==> config.mk <==
export PLATFORM = sky130hd
export DESIGN_NAME = result_reader
export DESIGN_NICKNAME = d
export VERILOG_FILES = /design/src/rtl/result_reader.sv
export SDC_FILE = /design/constraint.sdc
export NUM_CORES = 1
export LEC_CHECK = 0
export CAP_MARGIN = 20
export CORE_MARGIN = 2
export CORE_UTILIZATION = 25
export CTS_CLUSTER_DIAMETER = 40
export DETAILED_ROUTE_END_ITERATION = 12
export RECOVER_POWER = 50
export SYNTH_ARGS = -nofsm -noshare
export SYNTH_HDL_FRONTEND = slang
export SYNTH_SLANG_ARGS = --single-unit
==> constraint.sdc <==
create_clock -name clock -period 3.6 [get_ports clock]
set_clock_uncertainty 0.1 [all_clocks]
set_input_delay 0.72 -clock clock [delete_from_list [all_inputs] [get_ports clock]]
set_output_delay 0.72 -clock clock [all_outputs]
set_load 0.01 [all_outputs]
==> src/rtl/result_reader.sv <==
// result_reader
//   Avalon-MM read master that walks the result area written by the checker.
//   Each result record is two memory words:
//     word0 = result[23:8]
//     word1 = {result[7:0], meta[7:0]}   meta[7] = RUN, meta[0] = fail
//   Every record with RUN set is pushed to the output FIFO as
//   {fail, result_vector}. The scan stops at the first record without RUN,
//   or when a nonzero record limit is reached.
//
// Optional feature (macro RESULT_READER_CLEAR_EN):
//   After each push, the record's second word is rewritten with its meta
//   byte cleared. This consumes the record, so a later scan stops at it.
//   Without the macro the memory is never written and mem_write stays 0.
//
// Ports:
//   clock, reset_n       system clock, asynchronous active-low reset
//   start                pulse; begins a scan when idle
//   base_address         first record address, sampled on accepted start
//   max_records          record limit, sampled on accepted start (0 = none)
//   busy, done           scan in progress / one-cycle end-of-scan pulse
//   record_count         records emitted in the current or last scan
//   fail_count           emitted records with the fail bit set
//   mem_*                Avalon-MM master toward the memory arbiter
//   ofifo_data/wrreq     output FIFO write port, ofifo_full back-pressure
module result_reader #(
    parameter int ADDR_WIDTH = 20,
    parameter int DATA_WIDTH = 16,
    parameter int RTF_WIDTH  = 24,
    parameter int CNT_WIDTH  = 16
) (
    input  logic                    clock,
    input  logic                    reset_n,
    input  logic                    start,
    input  logic [ADDR_WIDTH-1:0]   base_address,
    input  logic [CNT_WIDTH-1:0]    max_records,
    output logic                    busy,
    output logic                    done,
    output logic [CNT_WIDTH-1:0]    record_count,
    output logic [CNT_WIDTH-1:0]    fail_count,
    output logic [ADDR_WIDTH-1:0]   mem_address,
    output logic                    mem_read,
    input  logic [DATA_WIDTH-1:0]   mem_readdata,
    output logic                    mem_write,
    output logic [DATA_WIDTH-1:0]   mem_writedata,
    output logic [DATA_WIDTH/8-1:0] mem_byteenable,
    input  logic                    mem_waitrequest,
    output logic [RTF_WIDTH:0]      ofifo_data,
    output logic                    ofifo_wrreq,
    input  logic                    ofifo_full
);

    // Low part of the result vector carried in the upper half of word1;
    // the lower half of word1 is the meta byte.
    localparam int LO_BITS   = RTF_WIDTH - DATA_WIDTH;
    localparam int META_BITS = DATA_WIDTH - LO_BITS;
    localparam int RUN_BIT   = META_BITS - 1;

    localparam logic [ADDR_WIDTH-1:0] ADDR_ONE = 1;
    localparam logic [CNT_WIDTH-1:0]  CNT_ONE  = 1;

    typedef enum logic [2:0] {
        ST_IDLE,
        ST_RD_HI,
        ST_RD_LO,
        ST_PUSH,
`ifdef RESULT_READER_CLEAR_EN
        ST_CLEAR,
`endif
        ST_FINISH
    } state_t;

    state_t                  state_reg, state_next;
    logic [ADDR_WIDTH-1:0]   address_reg, address_next;
    logic [CNT_WIDTH-1:0]    limit_reg, limit_next;
    logic [CNT_WIDTH-1:0]    record_count_reg, record_count_next;
    logic [CNT_WIDTH-1:0]    fail_count_reg, fail_count_next;
    logic [DATA_WIDTH-1:0]   hi_word_reg, hi_word_next;
    logic [DATA_WIDTH-1:0]   lo_word_reg, lo_word_next;

    logic [CNT_WIDTH-1:0]    record_count_inc;
    logic [CNT_WIDTH-1:0]    fail_count_inc;
    logic                    limit_hit;

    // Meta bits between RUN and fail carry no meaning for this block.
    logic                    unused_meta_bits;
    assign unused_meta_bits = ^lo_word_reg[RUN_BIT:1];

    // Saturating increments: once all-ones the counters stay there while
    // the scan carries on.
    assign record_count_inc = (record_count_reg == '1) ? record_count_reg
                                                       : record_count_reg + CNT_ONE;
    assign fail_count_inc   = (fail_count_reg == '1) ? fail_count_reg
                                                     : fail_count_reg + CNT_ONE;

    always_ff @(posedge clock or negedge reset_n) begin
        if (!reset_n) begin
            state_reg        <= ST_IDLE;
            address_reg      <= '0;
            limit_reg        <= '0;
            record_count_reg <= '0;
            fail_count_reg   <= '0;
            hi_word_reg      <= '0;
            lo_word_reg      <= '0;
        end else begin
            state_reg        <= state_next;
            address_reg      <= address_next;
            limit_reg        <= limit_next;
            record_count_reg <= record_count_next;
            fail_count_reg   <= fail_count_next;
            hi_word_reg      <= hi_word_next;
            lo_word_reg      <= lo_word_next;
        end
    end

    always_comb begin
        state_next        = state_reg;
        address_next      = address_reg;
        limit_next        = limit_reg;
        record_count_next = record_count_reg;
        fail_count_next   = fail_count_reg;
        hi_word_next      = hi_word_reg;
        lo_word_next      = lo_word_reg;
        busy              = 1'b0;
        done              = 1'b0;
        mem_read          = 1'b0;
        mem_write         = 1'b0;
        mem_address       = address_reg;
        mem_writedata     = '0;
        ofifo_wrreq       = 1'b0;
        limit_hit         = 1'b0;

        case (state_reg)
            ST_IDLE: begin
                if (start) begin
                    address_next      = base_address;
                    limit_next        = max_records;
                    record_count_next = '0;
                    fail_count_next   = '0;
                    state_next        = ST_RD_HI;
                end
            end

            ST_RD_HI: begin
                busy     = 1'b1;
                mem_read = 1'b1;
                if (!mem_waitrequest) begin
                    hi_word_next = mem_readdata;
                    address_next = address_reg + ADDR_ONE;
                    state_next   = ST_RD_LO;
                end
            end

            ST_RD_LO: begin
                busy     = 1'b1;
                mem_read = 1'b1;
                if (!mem_waitrequest) begin
                    lo_word_next = mem_readdata;
                    address_next = address_reg + ADDR_ONE;
                    // A record without RUN terminates the result area.
                    state_next   = mem_readdata[RUN_BIT] ? ST_PUSH : ST_FINISH;
                end
            end

            ST_PUSH: begin
                busy        = 1'b1;
                ofifo_wrreq = !ofifo_full;
                if (!ofifo_full) begin
                    record_count_next = record_count_inc;
                    if (lo_word_reg[0]) begin
                        fail_count_next = fail_count_inc;
                    end
                    limit_hit = (limit_reg != '0) && (record_count_inc == limit_reg);
`ifdef RESULT_READER_CLEAR_EN
                    state_next = ST_CLEAR;
`else
                    state_next = limit_hit ? ST_FINISH : ST_RD_HI;
`endif
                end
            end

`ifdef RESULT_READER_CLEAR_EN
            ST_CLEAR: begin
                busy          = 1'b1;
                mem_write     = 1'b1;
                // address already points past the record; word1 is one back.
                mem_address   = address_reg - ADDR_ONE;
                mem_writedata = {lo_word_reg[DATA_WIDTH-1 -: LO_BITS], {META_BITS{1'b0}}};
                if (!mem_waitrequest) begin
                    // record_count already holds the post-push value here.
                    limit_hit  = (limit_reg != '0) && (record_count_reg == limit_reg);
                    state_next = limit_hit ? ST_FINISH : ST_RD_HI;
                end
            end
`endif

            ST_FINISH: begin
                done       = 1'b1;
                state_next = ST_IDLE;
            end

            default: begin
                state_next = ST_IDLE;
            end
        endcase
    end

    assign ofifo_data     = {lo_word_reg[0], hi_word_reg, lo_word_reg[DATA_WIDTH-1 -: LO_BITS]};
    assign mem_byteenable = '1;
    assign record_count   = record_count_reg;
    assign fail_count     = fail_count_reg;

endmodule

=== After elaboration in Yosys (flattened, before gate mapping) ===
Cells that the tools add are included.

* Output and inout port bits: 100
* Register bits: 103
* Word-level logic and storage cells: 62
* Input port bits: 57

* Muxes and demuxes: 22
* Reduce and logical (&&, ||, !) cells: 15
* Equality and inequality tests: 14
* Bitwise operators: 1
* Add/subtract/negate cells: 3

{| class="wikitable"
|+ Operators by type and width
! kind !! number
|-
| 2-to-1 mux 16 bit || 6
|-
| case mux 16 bit (2 select lines) || 2
|-
| 2-to-1 mux 20 bit || 2
|-
| case mux 20 bit (2 select lines) || 1
|-
| adder 16 x 1 -> 16 bit (second input constant) || 2
|-
| equality test 16 bit (second input constant) || 2
|-
| adder 20 x 1 -> 20 bit (second input constant) || 1
|-
| 2-to-1 mux 3 bit || 6
|-
| equality test 16 bit || 1
|-
| nonzero test 16 bit || 1
|-
| != test 2 bit (second input constant) || 7
|-
| case mux 3 bit (4 select lines) || 1
|-
| equality test 3 x 2 -> 1 bit (second input constant) || 2
|-
| AND reduction 2 bit || 3
|-
| AND reduction 3 bit || 2
|-
| AND reduction 5 bit || 1
|-
| 2-to-1 mux 1 bit || 4
|-
| AND reduction 4 bit || 1
|-
| nonzero test 2 bit || 2
|-
| equality test 3 x 1 -> 1 bit (second input constant) || 1
|-
| equality test 3 bit (second input constant) || 1
|-
| logical NOT 3 bit || 1
|-
| OR reduction 3 bit || 1
|-
| OR reduction 2 bit || 1
|-
| other kinds (3) || 3
|}

=== Depth between registers and ports, before layout ===
* Depth in word-level cells: 7
* Gate-level depth with buffers: 10
* Mapped depth without buffers: 8

=== Worst setup path before layout ===
OpenSTA, ideal clock, no wires.

* Path kind: reg-to-reg
* Start: reg record_count_reg[4], in the netlist record_count[4]
* End: reg state_reg[0]
* Period minus slack after synthesis: 2625 ps
* Stages on the path, launching flop included: 9
* Path slack: 975 ps
* Required time: 3369 ps
* Arrival time: 2393 ps
* Path buffers: 1
* Library setup time: 131 ps
* Path through: dfrtp_1 > buf_4 > nand4_2 > nor4_4 > xor3_1 > or4_2 > o21ai_1 > nand4_1 > nor3b_2

* Word-level cells in the longest chain between the ends: 7
* Elaborated cells between the ends (all ways): 8
* Those cells by class: add/sub: 1; eq/ne: 2; mux: 4; reduce/logical: 1

{| class="wikitable"
|+ RTL lines
! what !! RTL line !! RTL
|-
| start: declaration || 75 || <nowiki>logic [CNT_WIDTH-1:0] record_count_reg, record_count_next;</nowiki>
|-
| start signal: assignment || 108 || <nowiki>record_count_reg <= record_count_next;</nowiki>
|-
| adder 16 x 1 -> 16 bit or equality test 16 bit (tied branches) || 91, 90 ||
|-
| 2-to-1 mux 16 bit * || 90 || <nowiki>assign record_count_inc = (record_count_reg == '1) ? record_count_reg</nowiki>
|-
| equality test 16 bit * || 172 || <nowiki>limit_hit = (limit_reg != '0) && (record_count_inc == limit_reg);</nowiki>
|-
| logical AND 1 bit * || 172 ||
|-
| 2-to-1 mux 3 bit * || 176 || <nowiki>state_next = limit_hit ? ST_FINISH : ST_RD_HI;</nowiki>
|-
| 2-to-1 mux 3 bit * || 167 || <nowiki>if (!ofifo_full) begin</nowiki>
|-
| case mux 3 bit (4 select lines) * || 132 || <nowiki>case (state_reg)</nowiki>
|-
| end signal: assignment || 105 || <nowiki>state_reg <= state_next;</nowiki>
|-
| end: declaration || 72 || <nowiki>state_t state_reg, state_next;</nowiki>
|}

Mark *: on every way between the ends. The rest lies on a longest branch, timed or not. The select of a mux whose other input is x is not followed.
A chain may end at the register's enable or synchronous reset.

=== Final worst setup path ===
* Start: reg state_reg[1]
* End: out mem_read

* Word-level cells in the longest chain between the ends: 3
* Elaborated cells between the ends (all ways): 4
* Those cells by class: eq/ne: 2; mux: 1; reduce/logical: 1

{| class="wikitable"
|+ RTL lines
! what !! RTL line !! RTL
|-
| equality test 3 x 2 -> 1 bit or equality test 3 x 1 -> 1 bit (tied branches) || 132 ||
|-
| OR reduction 2 bit (no source line) * || - ||
|-
| 2-to-1 mux 1 bit * || 132 ||
|-
| end: declaration || 41 || <nowiki>output logic mem_read,</nowiki>
|}

Mark *: on every way between the ends. The rest lies on a longest branch, timed or not.

==> results by group <==
Place
  – IO buf count: 137
  – Place WS: 560 ps
  – Placed Cells: 995
  – Post-DP HPWL: 12.0 mm
  – Routability-driven placement congestion ratio: 0.886
  – Placed Area: 7140 µm²

Global route
  – Tot GR Track Use: between 10 and 15%
  – Vias in the first global route: 4,683
  – Remaining global-route overflow: 0
  – First-pass GRT wire length: 26.1 mm
  – Initial antenna violation count: 1
  – Largest net degree at the start of global routing: 38

Synth
  – Most common cell in the netlist: dfrtp_1
  – Largest family of logic cells by synthesized area: simple AND/OR/NAND/NOR gates
  – Complex-gate fraction of the synthesized area: 15.0%
  – Asr flop ratio synth: 100%
  – Mapped Cells: 599
  – Post-Synthesis Cell Area: 5530 µm²
  – Avg Inst Size Synth: between 9 and 10 µm²
  – Netlist cell types: 76
  – Multiplexer share of the synthesized area: 5.81%
  – Area contributors post-synth: dfrtp_1 43%, nand2_1 5.4%, mux2_2 5.1%
  – Post-Synth Adder-Cell Area: 0.679%
  – EDFF count, synth: 0
  – Area fraction of the dominant cell type after synthesis: between 40% and 50%
  – Dominant synthesized flop cell: dfrtp_1
  – Commonest cells post-synth: 96 x dfrtp_1, 80 x nand2_1, 49 x nor2_1, 40 x a21oi_1, 34 x o21ai_0
  – Warnings from Yosys: 0
  – Synthesized flop and latch total: 96
  – Post-synthesis simple-gate area fraction: a little under a quarter
  – Area leader, netlist: dfrtp_1
  – Sequential area share after synthesis: 43.4%
  – Synth Area in XOR/XNOR: 5.65%

Worst setup path
  – Crit-path slowest cell: dfrtp_1
  – Largest stage delay on the critical path: about 560 ps
  – CP Capture Point: mem_read
  – Crit. End Element: output port
  – Crit path launch: state_reg[1]
  – Kind of critical path: reg -> out
  – Worst reg2reg startpoint: record_count[4]
  – Crit path DAT: 2360 ps
  – R2R setup slack: 690 ps
  – Critical path data required time: 2780 ps
  – Worst Reg2Reg Path Length in Cells: 7
  – Crit start category: register
  – Crit-path cells: xnor2_1, or2_2, clkinv_1, clkdlybuf4s50_1
  – Worst R2R End: state_reg[0]
  – CP Max Fanout: 15

CTS
  – PostCTS Resize Cnt: 0
  – Clock Sinks: 96
  – TritonCTS Buffers: 9
  – Clock Tree Buf Depth: 2
  – CTS tree: built
  – Setup bufs post-CTS: 0
  – # hold bufs at CTS: 0
  – Root buf cell: clkbuf_16
  – Later-pin clock latency in the skew report: ~350 ps
  – Clk slew on worst S/H paths: 80 ps
  – Clock H-tree levels: 3

Timing
  – Relative slew slack: -46.6%
  – Max Clock Freq: 314 MHz
  – Final worst path period share: 88.4%
  – Worst-Margin Slew: 2200 ps
  – RSZ-0062 raised after global routing: false
  – Hold Vio Cnt, Final: 0
  – Setup_tns: 0 ps
  – Final setup vio count: 0
  – Setup WS post-layout: about 420 ps
  – Hold slack: 403 ps
  – Final min period: 3180 ps
  – Final-report max-slew violation count: 38

Routing
  – Routed Antenna Nets: 0
  – Routed wire length: between 15 and 20 mm
  – Pre-Repair DR Iteration Count: 5
  – Post-DR vias/cell: 4.84
  – DRC Markers: 0
  – DR vias: between 4k and 5k
  – 1st-iter DRT viols: 268
  – Avg WL per Cell: 16.0 µm

Floorplanning
  – Die Y: 153 µm
  – Starting Density: 25.4%
  – Die area: 23,300 µm²
  – Core Area: 21,800 µm²
  – # rows: between 50 and 60
  – I/O pin cnt: about 160
  – Horiz. Die Dim: roughly 150 µm

Min path
  – Hold path start: hi_word_reg[14]
  – Min-delay worst type: reg -> reg

Power and ir drop
  – Design Power: 5.34 mW
  – P_leak: between 2 and 3 nW
  – PwrDens: 721 nW/µm²
  – Peak supply drop: between 200 and 300 µV

Run
  – Max Cap Viol: 1

Outcome
  – Failing checks: max-capacitance violations, max-slew violations
  – Status: complete, but fails checks

Final layout
  – Synth-to-layout area growth: 33.9%
  – Non-filler cells, final: 1,012
  – Fill cell count: 2,278
  – Util after Layout: 34.0%
  – Max FFs per register: 20
  – Nets@finish: ~790
  – Finished Cell Area: approximately 7400 µm²
  – Share of cells above drive strength 1: 9.71%
## worst min path at each step
stage / end / slack [ps] / depth (start not counted)
6_report: hi_word_reg[14] / 400 / 1
5_1_grt: hi_word_reg[14] / 420 / 1
4_1_cts: limit_reg[0] / 260 / 1
3_5_place_dp: lo_word_reg[10] / 390 / 1
3_3_place_gp: lo_word_reg[10] / 390 / 1
2_1_floorplan: fail_count[0] / 320 / 0
## cells by family after synthesis
| group | after synthesis |
|---|---|
| other | 2 |
| adder cells (fa/ha/maj) | 3 |
| flip-flops | 96 |
| multiplexers | 29 |
| AO/OA/AOI/OAI | 130 |
| buffers and inverters | 60 |
| XOR/XNOR | 34 |
| AND/OR/NAND/NOR | 245 |
## critical path: cells and delay by family (launching register included)
family	cells	cell delay, ps
and+or+nand+nor	1	380
buffers and inverters	2	640
DFF	1	560
xor gates and xnor gates	1	430
## metal layers
layer	part of all wire, %	vias to the layer above	global-route usage (%)
met2	44	139	20.7
li1	-	2389	-
met3	4.7	19	2.53
met5	0	-	0
met1	49	2351	20.2
met4	2.1	0	4.94
## power breakdown
group	switching (mW)	internal (mW)	total [mW]
Sequential	0.388	1.45	1.84
Combinational	1.28	1.20	2.48
Clock	0.465	0.554	1.02
Total	2.13	3.21	5.34
## layout make-up
cell class | instances | area [µm²] | area share (%)
multi-input combinational | 460 | 2870 | 38.7
inverter | 9 | 33.8 | 0.456
antenna | 1 | 2.50 | 0.0338
tap | 280 | 350 | 4.73
clock buffer | 9 | 225 | 3.04
timing repair buffer | 150 | 1440 | 19.4
sequential | 96 | 2400 | 32.4
clock inverter | 7 | 86.3 | 1.17
## placed cells by master, fill, tap and decap left out, types with 15 or more instances in the layout
cell	count
a21oi_1	40
clkdlybuf4s50_1	124
conb_1	19
dfrtp_1	96
mux2_2	25
nand2_1	80
nand3_1	23
nor2_1	49
nor3_1	15
o21ai_0	34
xnor2_1	19
Power figures use the tool's default switching activity.
